## config.mk

```make
export PLATFORM = sky130hd
export DESIGN_NAME = dpram_reader
export DESIGN_NICKNAME = d
export VERILOG_FILES = /design/src/rtl/dpram_reader.sv
export SDC_FILE = /design/constraint.sdc
export NUM_CORES = 1
export LEC_CHECK = 0
export BUFFER_PORTS_ARGS = -buffer_cell sky130_fd_sc_hd__buf_2
export CAP_MARGIN = 20
export CORE_MARGIN = 3
export CORE_UTILIZATION = 54
export CTS_CLUSTER_SIZE = 16
export DETAILED_ROUTE_END_ITERATION = 12
export HOLD_SLACK_MARGIN = 0.02
export PLACE_DENSITY = 0.76
export SYNTH_ARGS = -nofsm -noshare
export SYNTH_HDL_FRONTEND = slang
export SYNTH_SLANG_ARGS = --single-unit
```

## constraint.sdc

```tcl
create_clock -name clk -period 2.32 [get_ports clk]
set_input_delay 0.232 -clock clk [delete_from_list [all_inputs] [get_ports clk]]
set_output_delay 0.232 -clock clk [all_outputs]
set_load 0.01 [all_outputs]
```

## src/rtl/dpram_reader.sv

```systemverilog
// Burst reader: streams LENGTH words from a synchronous dual-port RAM through a 2-entry FIFO.
// Optional abort input enabled by defining DPRAM_READER_ABORT_EN.
module dpram_reader #(
  parameter int DATA_WIDTH    = 32,
  parameter int ADDRESS_WIDTH = 8
) (
  input  logic                     clk,
  input  logic                     rstn,
  input  logic                     start,
  input  logic [ADDRESS_WIDTH-1:0] base_addr,
  input  logic [ADDRESS_WIDTH:0]   length,
`ifdef DPRAM_READER_ABORT_EN
  input  logic                     abort,
`endif
  output logic                     busy,
  output logic                     done,
  output logic                     ram_en,
  output logic                     ram_we,
  output logic [ADDRESS_WIDTH-1:0] ram_addr,
  input  logic [DATA_WIDTH-1:0]    ram_dout,
  output logic [DATA_WIDTH-1:0]    m_data,
  output logic                     m_valid,
  input  logic                     m_ready,
  output logic                     m_last
);

  typedef enum logic [1:0] {IDLE, READ, DRAIN} state_t;

  state_t                   state_q, state_d;
  logic [ADDRESS_WIDTH-1:0] addr_q, addr_d;
  logic [ADDRESS_WIDTH:0]   rem_q, rem_d;
  logic                     inflight_q, inflight_d;
  logic                     infl_last_q, infl_last_d;
  logic                     done_q, done_d;

  logic [DATA_WIDTH-1:0]    mem_q [2];
  logic [1:0]               last_q;
  logic                     rd_q, wr_q;
  logic [1:0]               cnt_q;

  logic                     pop;
  logic                     issue;
  logic                     abort_w;

`ifdef DPRAM_READER_ABORT_EN
  assign abort_w = abort & busy;
`else
  assign abort_w = 1'b0;
`endif

  assign busy     = (state_q != IDLE);
  assign done     = done_q;
  assign ram_we   = 1'b0;
  assign ram_addr = addr_q;
  assign m_valid  = (cnt_q != 2'd0);
  assign m_data   = mem_q[rd_q];
  assign m_last   = m_valid & last_q[rd_q];
  assign pop      = m_valid & m_ready;

  // A word popped this cycle frees its slot in time for a read issued now.
  assign issue = (state_q == READ) && !abort_w &&
                 (({1'b0, cnt_q} + {2'b00, inflight_q}) < (3'd2 + {2'b00, pop}));
  assign ram_en = issue;

  always_comb begin
    state_d     = state_q;
    addr_d      = addr_q;
    rem_d       = rem_q;
    done_d      = 1'b0;
    inflight_d  = issue;
    infl_last_d = issue && (rem_q == {{ADDRESS_WIDTH{1'b0}}, 1'b1});
    unique case (state_q)
      IDLE: begin
        if (start) begin
          if (length != '0) begin
            addr_d  = base_addr;
            rem_d   = length;
            state_d = READ;
          end else begin
            done_d = 1'b1;
          end
        end
      end
      READ: begin
        if (issue) begin
          addr_d = addr_q + 1'b1;
          rem_d  = rem_q - 1'b1;
          if (rem_q == {{ADDRESS_WIDTH{1'b0}}, 1'b1}) state_d = DRAIN;
        end
      end
      DRAIN: begin
        if (pop && m_last) begin
          state_d = IDLE;
          done_d  = 1'b1;
        end
      end
      default: state_d = IDLE;
    endcase
    if (abort_w) begin
      state_d    = IDLE;
      done_d     = 1'b1;
      inflight_d = 1'b0;
    end
  end

  always_ff @(posedge clk or negedge rstn) begin
    if (!rstn) begin
      state_q     <= IDLE;
      addr_q      <= '0;
      rem_q       <= '0;
      inflight_q  <= 1'b0;
      infl_last_q <= 1'b0;
      done_q      <= 1'b0;
    end else begin
      state_q     <= state_d;
      addr_q      <= addr_d;
      rem_q       <= rem_d;
      inflight_q  <= inflight_d;
      infl_last_q <= infl_last_d;
      done_q      <= done_d;
    end
  end

  always_ff @(posedge clk or negedge rstn) begin
    if (!rstn) begin
      mem_q[0] <= '0;
      mem_q[1] <= '0;
      last_q   <= '0;
      rd_q     <= 1'b0;
      wr_q     <= 1'b0;
      cnt_q    <= '0;
    end else if (abort_w) begin
      rd_q  <= 1'b0;
      wr_q  <= 1'b0;
      cnt_q <= '0;
    end else begin
      if (inflight_q) begin
        mem_q[wr_q]  <= ram_dout;
        last_q[wr_q] <= infl_last_q;
        wr_q         <= ~wr_q;
      end
      if (pop) rd_q <= ~rd_q;
      cnt_q <= cnt_q + {1'b0, inflight_q} - {1'b0, pop};
    end
  end

endmodule

```

==> flow_summary.yaml <==
status:
  status: "finished clean"
final_layout:
  antenna_cells: 0
  final_common_cell: "mux2_2"
  syn_to_final_growth_pct: 19.4
  final_cell_mix: "mux2_2 (98), buf_2 (96), dfrtp_1 (92)"
  drive_above_1_share: 0.497
  n_fill_cell: 607
  finalNetCount: 514
  post-route-util: 0.672
clock_network:
  cts_setup_buffers: 0
  clock_latency_ps: 340
  clkTransAtPathRegs_ps: 100
  cts.path.max_buffers: 2
  root_buffer: "clkbuf_8"
  numCtsBuffers: 9
  cts.sinks: 92
  htreeDepth: 3
  cts_tree: "yes"
routing:
  drtIter0Drc: 114
  wirelength_um: 8800
  viasPerCell: 5.52
  antenna_left: 0
  drc: 0
  first_pass_iters: 4
  via_count: 3096
  wl_per_cell_um: 15.7
grt:
  grt_max_degree: 70
  grtUsageTotal: 0.195
  grt_pass1_wl_um: 14100
  antenna_found_initial: 0
  grt-ovfl-total: 0
  grt_pass1_vias: 2994
critical_path:
  startpoint: "inflight_q"
  rr_worst_depth: 7
  worstReg2RegStart: "inflight_q"
  cp-start-kind: "flop"
  worstPathMaxFanout: 5
  worstSetupEndpointType: "output pin"
  crit_end: "ram_en"
  reg2reg_slack_ps: 170
  r2r_end: "ram_addr[6]"
  critPathRequiredTime_ps: 2090
  path_class: "reg -> out"
  arrival_ps: 1960
logic_synthesis:
  yosysUniqueCellTypes: 48
  synth_nets: 419
  yosysTopAreaCellShare: 0.524
  synth.avg_cell_area_um2: 12.2
  synth_seq_cells: 92
  synth_async_sr_flop_share: 1.00
  synthTopCellsByArea: "dfrtp_1 (52%), mux2_2 (25%), a21oi_1 (2.2%)"
  synthesis.area_um2: 4400
  synthCells: 359
  yosysSeqAreaShare: 0.524
  yosys_warnings: 0
  synth_area_leader_cell: "dfrtp_1"
  synthFlopType: "dfrtp_1"
  synth_edf_count: 0
placed_design:
  dp_hpwl_um: 6070
  gp_routability_congestion: 0.871
  io_buffer_count: 97
die:
  core-area_um2: 7810
  io_pins: 99
  die_x_um: 96.2
  start_util: 0.563
  rows: 32
  dieArea_um2: 9260
  die_h_um: 96.2
timing:
  period_share: 0.944
  fmax_mhz: 456
  drv_slew: 0
  finalCriticalPeriod_ps: 2190
  skew_ps: 10.1
  setup-violations-final: 0
  fin_setup_tns_ps: 0
  holdWs_ps: 129
  hold_viol: 0
  rsz0062_at_grt: "false"
flow_run:
  drv_cap: 0
min_path:
  hold_depth: 2
  min_path_type: "in -> reg"
power_and_ir_drop:
  p_per_area_nw_per_um2: 1570
  ir_worst_vdd_mv: 0.856
  leakage_nw: 2.39
layout make-up:
class / count / area, um2 / share of cell area
multi-input combinational: 237 / 1980 / 0.377
timing repair buffer: 105 / 601 / 0.114
clock inverter: 6 / 70.1 / 0.0133
tap: 102 / 128 / 0.0243
clock buffer: 10 / 138 / 0.0262
sequential: 92 / 2300 / 0.439
inverter: 9 / 33.8 / 0.00643
registers in the layout, indices dropped and copies added (netlist names):
name	count
mem_q	64
rem_q	9
ram_addr	8
cnt_q	2
last_q	2
state_q	2
done	1
infl_last_q	1
inflight_q	1
rd_q	1
wr_q	1
per-stage QoR:
stage	worst slack [ps]	instances	power, mW	instance area (um2)
floorplan	296	359	5.86	4400
global placement	145	544	6.99	5020
detailed placement	70.3	544	7.14	5020
CTS	56.8	561	8.28	5240
global route	4.75	561	8.88	5250
finish	129	561	8.22	5250
report_power, final:
group,total (mW),switching [mW],internal (mW)
Clock,1.10,0.564,0.540
Combinational,4.19,1.99,2.20
Sequential,2.93,0.523,2.40
Total,8.22,3.08,5.14
critical path, cell delays in order, from the launching register on:
cell and delay (ps):
dfrtp_1 440, ha_1 350, or2_2 320, a211oi_1 320, buf_2 190
Yosys cell counts, types with 2 or more instances:
cell type  number
nor3b_1         3
inv_1           9
o22ai_1         5
buf_1           5
nor3_1          5
a211o_1         2
o21ai_2         2
o21ai_0        15
a21oi_1        19
nand4_1         2
buf_2           2
xnor2_1         3
a211oi_1        2
clkbuf_1       10
a22oi_1         2
nand2_1        15
o2bb2ai_1       2
mux2_2         98
ha_1            7
nor2_1         19
dfrtp_1        92
buf_4           2
nor2b_1         2
nand3_1         7
nor4_1          5
buf_6           2
cell families after synthesis:
family / count (synthesis) / synth area share
AOI/OAI and AO/OA: 60 / 0.0874
xor gates and xnor gates: 4 / 0.00797
adders and majority gates: 7 / 0.0199
buffers and inverters: 30 / 0.0313
DFF: 92 / 0.524
muxes: 99 / 0.253
other: 1 / 0.000853
and+or+nand+nor: 66 / 0.0757
what timing repair did:
action                                  4_1_cts  5_1_grt
gates resized for setup                       0        2
hold buffers                                  1        0
hold endpoints to repair                     23        0
endpoints found under the setup margin        0        8
worst min path at each step:
stage | startpoint | to | slack, ps
after floorplan | rstn | cnt_q[0] | -60
after CTS | ram_dout[24] | mem_q[24] | 110
after global placement | rstn | mem_q[10] | 150
after detailed placement | rstn | mem_q[42] | 150
after global routing | ram_dout[30] | mem_q[62] | 110
final | ram_dout[4] | mem_q[4] | 130
per-layer routing:
metal  track usage  up-vias  part of all wire
li1              -     1476                 -
met1         0.264     1518              0.46
met2         0.313       94              0.47
met3        0.0383        8             0.057
met4        0.0652        0             0.011
met5             0        -                 0
Note: power is estimated with default switching activity, not from simulation.
